## src/rtl/spi_flash_arbiter_pkg.sv

```systemverilog
// Shared constants for the two-client M25P16 SPI arbiter: flash opcodes,
// FSM state encodings and the round-robin pick helper.
package spi_flash_arbiter_pkg;

  localparam logic [7:0] OP_RDID = 8'h9F;
  localparam logic [7:0] OP_READ = 8'h03;
  localparam logic [7:0] OP_RDSR = 8'h05;
  localparam logic [7:0] OP_WREN = 8'h06;

  localparam logic [2:0] ST_IDLE     = 3'd0;
  localparam logic [2:0] ST_CS_SETUP = 3'd1;
  localparam logic [2:0] ST_OPCODE   = 3'd2;
  localparam logic [2:0] ST_ADDR     = 3'd3;
  localparam logic [2:0] ST_READ     = 3'd4;
  localparam logic [2:0] ST_FINISH   = 3'd5;
  localparam logic [2:0] ST_HOLD     = 3'd6;

  // A lone request wins outright; on contention the preferred client wins.
  function automatic logic pick_client(input logic [1:0] req, input logic pref);
    return (req == 2'b11) ? pref : req[1];
  endfunction

endpackage

```

## src/rtl/spi_flash_arbiter_bit_engine.sv

```systemverilog
// SPI mode-0 byte shifter: divides CCLK into SPICLK, shifts MOSI out MSB first,
// samples MISO on each SPICLK rise and flags the falling edge that ends a byte.
module spi_flash_arbiter_bit_engine #(
  parameter int CLK_DIV = 2
) (
  input  logic       clk,
  input  logic       rst_n,
  input  logic       prime,
  input  logic       prime_bit,
  input  logic       load,
  input  logic [7:0] tx_byte,
  input  logic       miso,
  output logic       sclk,
  output logic       mosi,
  output logic       byte_end,
  output logic [7:0] rx_byte
);

  localparam int DW = (CLK_DIV > 1) ? $clog2(CLK_DIV) : 1;

  logic          active_reg;
  logic [DW-1:0] div_cnt_reg;
  logic [2:0]    bit_cnt_reg;
  logic [6:0]    tx_sr_reg;
  logic [7:0]    rx_sr_reg;
  logic          half_end;

  assign half_end = active_reg && (div_cnt_reg == DW'(CLK_DIV - 1));
  // Combinational so the owner can chain the next byte with no extra low time.
  assign byte_end = half_end && sclk && (bit_cnt_reg == 3'd7);
  assign rx_byte  = rx_sr_reg;

  always_ff @(posedge clk or negedge rst_n) begin
    if (!rst_n) begin
      active_reg  <= 1'b0;
      div_cnt_reg <= '0;
      bit_cnt_reg <= '0;
      tx_sr_reg   <= '0;
      rx_sr_reg   <= '0;
      sclk        <= 1'b0;
      mosi        <= 1'b0;
    end else if (load) begin
      active_reg  <= 1'b1;
      div_cnt_reg <= '0;
      bit_cnt_reg <= '0;
      tx_sr_reg   <= tx_byte[6:0];
      mosi        <= tx_byte[7];
      sclk        <= 1'b0;
    end else if (prime) begin
      mosi <= prime_bit;
    end else if (half_end) begin
      div_cnt_reg <= '0;
      if (!sclk) begin
        sclk      <= 1'b1;
        rx_sr_reg <= {rx_sr_reg[6:0], miso};
      end else begin
        sclk <= 1'b0;
        if (bit_cnt_reg == 3'd7) begin
          active_reg <= 1'b0;
          mosi       <= 1'b0;
        end else begin
          bit_cnt_reg <= bit_cnt_reg + 3'd1;
          mosi        <= tx_sr_reg[6];
          tx_sr_reg   <= {tx_sr_reg[5:0], 1'b0};
        end
      end
    end else if (active_reg) begin
      div_cnt_reg <= div_cnt_reg + 1'b1;
    end
  end

endmodule

```

## src/rtl/spi_flash_arbiter.sv

```systemverilog
// Two-client round-robin arbiter for the M25P16 SPI flash: latches the winner's
// command, sequences chip_select/opcode/address/read bytes and streams bytes back.
module spi_flash_arbiter
  import spi_flash_arbiter_pkg::*;
#(
  parameter int CLK_DIV  = 2,
  parameter int RX_LEN_W = 4,
  parameter int CS_HOLD  = 4
) (
  input  logic                  CCLK,
  input  logic                  reset_n,
  input  logic [1:0]            req,
  input  logic [15:0]           req_opcode,
  input  logic [47:0]           req_addr,
  input  logic [1:0]            req_addr_en,
  input  logic [2*RX_LEN_W-1:0] req_rx_len,
  output logic [1:0]            grant,
  output logic [1:0]            done,
  output logic [7:0]            rx_data,
  output logic                  rx_valid,
  output logic                  busy,
  output logic                  SPICLK,
  output logic                  SPIMOSI,
  input  logic                  SPIMISO,
  output logic                  chip_select
);

  localparam int HW = $clog2(CS_HOLD + 1);

  logic [7:0]          opc_c  [2];
  logic [23:0]         addr_c [2];
  logic [RX_LEN_W-1:0] len_c  [2];

  for (genvar gi = 0; gi < 2; gi++) begin : g_client
    assign opc_c[gi]  = req_opcode[8*gi +: 8];
    assign addr_c[gi] = req_addr[24*gi +: 24];
    assign len_c[gi]  = req_rx_len[RX_LEN_W*gi +: RX_LEN_W];
  end

  logic [2:0]          state_reg;
  logic [2:0]          phase_next;
  logic                pref_reg;
  logic [7:0]          opcode_reg;
  logic [23:0]         addr_reg;
  logic                addr_en_reg;
  logic [RX_LEN_W-1:0] rx_len_reg;
  logic [RX_LEN_W-1:0] byte_cnt_reg;
  logic [1:0]          addr_idx_reg;
  logic [HW-1:0]       hold_cnt_reg;
  logic                win;
  logic                eng_load;
  logic [7:0]          tx_next;
  logic                byte_end;
  logic [7:0]          eng_rx;

  assign win = pick_client(req, pref_reg);

  spi_flash_arbiter_bit_engine #(.CLK_DIV(CLK_DIV)) u_engine (
    .clk      (CCLK),
    .rst_n    (reset_n),
    .prime    ((state_reg == ST_IDLE) && (req != 2'b00)),
    .prime_bit(opc_c[win][7]),
    .load     (eng_load),
    .tx_byte  (tx_next),
    .miso     (SPIMISO),
    .sclk     (SPICLK),
    .mosi     (SPIMOSI),
    .byte_end (byte_end),
    .rx_byte  (eng_rx)
  );

  // Decide at each byte boundary which byte (if any) follows; read bytes shift out zeros.
  always_comb begin
    eng_load   = 1'b0;
    tx_next    = 8'h00;
    phase_next = state_reg;
    case (state_reg)
      ST_CS_SETUP: begin
        eng_load   = 1'b1;
        tx_next    = opcode_reg;
        phase_next = ST_OPCODE;
      end
      ST_OPCODE, ST_ADDR: begin
        if (byte_end) begin
          if (state_reg == ST_OPCODE && addr_en_reg) begin
            eng_load   = 1'b1;
            tx_next    = addr_reg[23:16];
            phase_next = ST_ADDR;
          end else if (state_reg == ST_ADDR && addr_idx_reg != 2'd2) begin
            eng_load = 1'b1;
            tx_next  = (addr_idx_reg == 2'd0) ? addr_reg[15:8] : addr_reg[7:0];
          end else if (rx_len_reg != '0) begin
            eng_load   = 1'b1;
            phase_next = ST_READ;
          end else begin
            phase_next = ST_FINISH;
          end
        end
      end
      ST_READ: begin
        if (byte_end) begin
          if (byte_cnt_reg + 1'b1 == rx_len_reg) phase_next = ST_FINISH;
          else eng_load = 1'b1;
        end
      end
      default: ;
    endcase
  end

  always_ff @(posedge CCLK or negedge reset_n) begin
    if (!reset_n) begin
      state_reg    <= ST_IDLE;
      pref_reg     <= 1'b0;
      opcode_reg   <= '0;
      addr_reg     <= '0;
      addr_en_reg  <= 1'b0;
      rx_len_reg   <= '0;
      byte_cnt_reg <= '0;
      addr_idx_reg <= '0;
      hold_cnt_reg <= '0;
      grant        <= 2'b00;
      done         <= 2'b00;
      rx_data      <= 8'h00;
      rx_valid     <= 1'b0;
      busy         <= 1'b0;
      chip_select  <= 1'b1;
    end else begin
      done     <= 2'b00;
      rx_valid <= 1'b0;
      case (state_reg)
        ST_IDLE: begin
          if (req != 2'b00) begin
            opcode_reg   <= opc_c[win];
            addr_reg     <= addr_c[win];
            addr_en_reg  <= req_addr_en[win];
            rx_len_reg   <= len_c[win];
            byte_cnt_reg <= '0;
            addr_idx_reg <= '0;
            grant        <= win ? 2'b10 : 2'b01;
            busy         <= 1'b1;
            chip_select  <= 1'b0;
            state_reg    <= ST_CS_SETUP;
            if (req == 2'b11) pref_reg <= ~win;
          end
        end
        ST_FINISH: begin
          chip_select  <= 1'b1;
          done         <= grant;
          grant        <= 2'b00;
          hold_cnt_reg <= '0;
          state_reg    <= ST_HOLD;
        end
        ST_HOLD: begin
          if (hold_cnt_reg == HW'(CS_HOLD - 1)) begin
            busy      <= 1'b0;
            state_reg <= ST_IDLE;
          end else begin
            hold_cnt_reg <= hold_cnt_reg + 1'b1;
          end
        end
        default: begin
          state_reg <= phase_next;
          if (byte_end && state_reg == ST_ADDR) addr_idx_reg <= addr_idx_reg + 2'd1;
          if (byte_end && state_reg == ST_READ) begin
            rx_data      <= eng_rx;
            rx_valid     <= 1'b1;
            byte_cnt_reg <= byte_cnt_reg + 1'b1;
          end
        end
      endcase
    end
  end

endmodule
```

## config.mk

```make
export PLATFORM = sky130hd
export DESIGN_NAME = spi_flash_arbiter
export DESIGN_NICKNAME = d
export VERILOG_FILES = /design/src/rtl/spi_flash_arbiter_pkg.sv /design/src/rtl/spi_flash_arbiter_bit_engine.sv /design/src/rtl/spi_flash_arbiter.sv
export SDC_FILE = /design/constraint.sdc
export NUM_CORES = 1
export LEC_CHECK = 0
export ABC_AREA = 1
export CAP_MARGIN = 40
export CORE_MARGIN = 10
export CORE_UTILIZATION = 40
export CTS_CLUSTER_SIZE = 25
export DETAILED_ROUTE_END_ITERATION = 7
export PLACE_DENSITY = 0.64
export SLEW_MARGIN = 10
export SYNTH_ARGS = -nofsm -noshare
export SYNTH_HDL_FRONTEND = slang
export SYNTH_SLANG_ARGS = --single-unit
```

## constraint.sdc

```tcl
create_clock -name CCLK -period 2.4 [get_ports CCLK]
set_input_delay 0.48 -clock CCLK [delete_from_list [all_inputs] [get_ports CCLK]]
set_output_delay 0.48 -clock CCLK [all_outputs]
set_load 0.005 [all_outputs]
```

# Yosys cells after proc, flatten, opt, wreduce, memory -nomap -nowiden
# Index checks and enable logic that the tools add are counted.
# W data, S select, Z words.
# classes
order_cmp,2
addsub,5
n_eq_ne,20
mux,81
n_reduce_logical,42
bitwise,7
# ops
operator,n
$mux W24,3
$mux W8,7
$mux W3,13
$mux W7,5
$mux W1,33
$mux W4,5
$pmux W3 S3,2
$reduce_bool A2 Y1,9
$pmux W8 S2,1
$ne A5 B3 Y1 const B,3
$reduce_and A2 Y1,7
$eq A3 B3 Y1 const B,4
$reduce_and A3 Y1,4
$reduce_and A4 Y1,3
$mux W2,5
$ne A2 B2 Y1 const B,5
$eq A3 B2 Y1 const B,3
$reduce_bool A3 Y1,3
$logic_and A1 B1 Y1,8
$pmux W2 S2,2
$pmux W4 S2,1
$reduce_and A7 Y1,1
$add A3 B1 Y3 const B,2
$ne A6 B4 Y1 const B,1
20 further kinds,27
# word_totals
in_bits,79
regBits,87
elab_cells,179

# Logic depth before layout (Yosys ltp)
# logic_depth
word_depth,8
mapped_depth,12
ltp_nobuf,12

# Cells and area by module
# From an unflattened synthesis, not the netlist that was laid out.
# hier_totals
cells_unflattened,560
area_unflattened_um2,4419.2
# modules_own_cells
module,cells_each,instances,area_each_um2
spi_flash_arbiter,427,1,3355.7
spi_flash_arbiter_bit_engine,133,1,1063.5

# Least setup slack after synthesis
# No wires, ideal clock.
# synth_timing
kind,register -> register
from,reg byte_cnt_reg[0]
to,reg u_engine.rx_sr_reg[7] (netlist: u_engine.rx_byte[7])
path_slack_ns,0.583
t_arrival_ns,1.699
path_stages_with_launch,11
setup_time_ns,0.117
cell_sequence,dfrtp_1 -> ha_1 -> xnor2_1 -> nand2_1 -> nor2_1 -> nand3_1 -> nand2_4 -> nand3_4 -> buf_12 -> nand2_2 -> o21ai_2
# synth_between
elab_chain_len,7
# synth_rtl
item,line,text
start: declaration,spi_flash_arbiter.sv:47,logic [RX_LEN_W-1:0] byte_cnt_reg;
start signal: assignment,spi_flash_arbiter.sv:167,byte_cnt_reg <= byte_cnt_reg + 1'b1;
$add A4 B1 Y4,spi_flash_arbiter.sv:102,if (byte_cnt_reg + 1'b1 == rx_len_reg) phase_next = ST_FINISH;
$eq A4 B4 Y1,spi_flash_arbiter.sv:102,
$mux W1,spi_flash_arbiter.sv:102,
$mux W1,spi_flash_arbiter.sv:101,if (byte_end) begin
$pmux W1 S3,spi_flash_arbiter.sv:77,case (state_reg)
$not A1 Y1 (no source line),--,
$reduce_and A4 Y1 (no source line),--,
end signal: assignment,spi_flash_arbiter_bit_engine.sv:55,"rx_sr_reg <= {rx_sr_reg[6:0], miso};"
end: declaration,spi_flash_arbiter_bit_engine.sv:25,logic [7:0] rx_sr_reg;
# Every way passes these cells.
# A chain may end at the register's enable or synchronous reset.

# Worst setup path after layout
# Same ends and word-level chain as after synthesis.

==> impl_metrics.py <==
metrics = {
    "detailed_routing": {
        "first_pass_iters": 5,
        "routedWlPerCell_um": 14.6,
        "viasPerCell": 4.97,
        "vias": 3894,
        "totalWireLength_um": 11400,
        "drt_iter0_drc": 350,
        "drc": 0,
        "ant_nets": 0,
    },
    "timing": {
        "worstMarginPinSlew_ns": 0.513,
        "layout_setup_ws_ns": 0.325,
        "setup-violations-final": 0,
        "fin_crit_sh": 0.865,
        "finalClockSkew_ns": 0.00837,
        "rsz0062_at_grt": "false",
        "fmax_mhz": 482,
        "min_period_ns": 2.08,
        "slew_violations": 0,
        "finalSetupTns_ns": 0,
        "final_hold_viol_count": 0,
        "hold_ws_ns": 0.150,
        "max_slew_margin": 0.658,
    },
    "clock_tree": {
        "cts_made_buffers": 9,
        "cts_tree": "yes",
        "clk_pin_slew_ns": 0.09,
        "clock_path_buffers": 2,
        "clock-sinks": 87,
        "cts_setup_buffers": 0,
        "root_buffer": "clkbuf_8",
        "cts.repair.resized": 0,
        "cts_max_level": 3,
        "clkLatencyLatePin_ns": 0.35,
        "holdBufCountCts": 0,
    },
    "synth": {
        "yosys_warnings": 0,
        "async_flop_share": 1.00,
        "seq_area_frac_synth": 0.498,
        "synthTopCellsByArea": "dfrtp_1 49%, nand2_1 11%, o21ai_0 11%",
        "synthFlopType": "dfrtp_1",
        "yosys.cell_types.count": 36,
        "synth.top_cell.area_share": 0.492,
        "syn_inst": 543,
        "synth-seq-cells": 87,
        "avgSynthCellArea_um2": 8.05,
        "synth_edf_count": 0,
        "yosys-top-cells-count": "128 x nand2_1, 93 x o21ai_0, 86 x dfrtp_1",
        "syn_area_um2": 4370,
        "synth.most_common_cell": "nand2_1",
        "syn_nets": 629,
        "yosys.area.top_type": "dfrtp_1",
    },
    "pwr": {
        "leakage_nw": 2.61,
        "powerDensity_nw_per_um2": 994,
        "peakVddDrop_mv": 0.362,
    },
    "global_route": {
        "antenna_found_initial": 0,
        "overflow": 0,
        "grt_max_degree": 88,
        "first_global_vias": 4012,
        "grtUsageTotal": 0.146,
        "grt_pass1_wl_um": 19200,
    },
    "critical_path": {
        "regToRegEndpoint": "u_engine.rx_byte[7]$_DFFE_PN0P_",
        "cp_data_required_time_ns": 2.64,
        "r2r_cells": 9,
        "crit_start": "byte_cnt_reg[0]$_DFFE_PN0P_",
        "critPathMaxFanout": 17,
        "critPathKind": "reg2reg",
        "arrival_ns": 2.31,
        "reg2reg_slack_ns": 0.32,
        "r2r_start": "byte_cnt_reg[0]$_DFFE_PN0P_",
        "cp-end-kind": "flop",
        "critPathLaunchType": "flop",
    },
    "place": {
        "dpl.hpwl_um": 8520,
        "routabilityCongestion": 0.833,
        "dp.cells": 767,
        "placement.io_buffers": 95,
        "place_ws_ns": 0.304,
    },
    "floorplan": {
        "dieArea_um2": 15500,
        "dieWidth_um": 125,
        "core_area_um2": 10700,
        "start_util": 0.407,
        "pin_count": 96,
        "die_y_um": 125,
        "std_cell_rows": 38,
    },
    "finish": {
        "drive_gt1_frac": 0.0933,
        "fin_util": 0.529,
        "areaGrowthSynthToFinish_pct": 30.1,
        "largest_reg_flops": 24,
        "diodes": 0,
        "nets": 724,
        "instances_no_fill": 783,
        "fillCellCount": 1051,
    },
    "flow_run": {
        "max-cap-violations": 0,
    },
    "run_status": {
        "status": "finished, final reports clean",
    },
    "min_path": {
        "worstHoldPathType": "in2async",
    },
}
-- per-layer routing --
metal	track usage	routed length, um	vias to the layer above
li1	-	-	1975
met1	0.175	5110	1820
met2	0.238	5360	85
met3	0.0536	734	14
met4	0.0459	217	0
met5	0	0	-
-- worst max-delay path, cell delays in order (launching register included) --
cell and delay (ns):
dfrtp_1 0.48, ha_1 0.37, xnor2_1 0.17, nand2_1 0.06, nor2_1 0.15, nand3_1 0.15, nand2_4 0.16, nand3_4 0.22
nand2_2 0.14, o21ai_2 0.06
-- layout make-up --
cell class / count / area (um^2) / share of cell area
Clock buffer: 9 / 124 / 0.0218
Clock inverter: 7 / 72.6 / 0.0128
Inverter: 62 / 233 / 0.0409
Multi-Input combinational cell: 373 / 1860 / 0.326
Sequential cell: 87 / 2180 / 0.383
Tap cell: 140 / 175 / 0.0308
Timing Repair Buffer: 105 / 1050 / 0.184
-- report_power, final --
group | internal (mW) | switching (mW)
sequential | 2.00 | 0.285
combinational | 0.938 | 1.41
clock | 0.483 | 0.538
total | 3.42 | 2.23
-- cells in the final DEF, fill, tap and decap left out, drive strengths merged, types with 8 or more instances in the layout --
cell type and n:
a22oi 8, buf 11, dfrtp 86, inv 63, clkdlybuf4s50 94, clkbuf 9
o21ai 102, nor2 53, o22ai 20, nand2 134, a21oi 9, nand3 29
-- stage by stage --
step / area [um^2] / total power, mW
after floorplan: 4370 / 3.93
after global placement: 5490 / 4.60
after detailed placement: 5490 / 4.66
after CTS: 5690 / 5.70
after global routing: 5690 / 6.18
final: 5690 / 5.65
-- cell families (layout without fill, tap and decap cells) --
| kind of cell | count (synthesis) | after routing | share of synthesized area |
|---|---|---|---|
| xor gates and xnor gates | 2 | 2 | 0.00401 |
| AOI/OAI and AO/OA | 143 | 143 | 0.186 |
| and+or+nand+nor | 221 | 221 | 0.214 |
| adders and majority gates | 7 | 7 | 0.0200 |
| DFF | 87 | 87 | 0.498 |
| buffers and inverters | 83 | 183 | 0.0776 |
-- worst max path at each step --
stage	to	slack, ns
final	u_engine.rx_byte[7]$_DFFE_PN0P_	0.32
after global routing	u_engine.rx_byte[3]$_DFFE_PN0P_	0.10
after CTS	u_engine.rx_byte[7]$_DFFE_PN0P_	0.28
after detailed placement	u_engine.rx_byte[6]$_DFFE_PN0P_	0.30
after global placement	u_engine.mosi$_DFFE_PN0P_	0.31
after floorplan	u_engine.rx_byte[7]$_DFFE_PN0P_	0.58
Note: power is estimated with default switching activity, not from simulation.
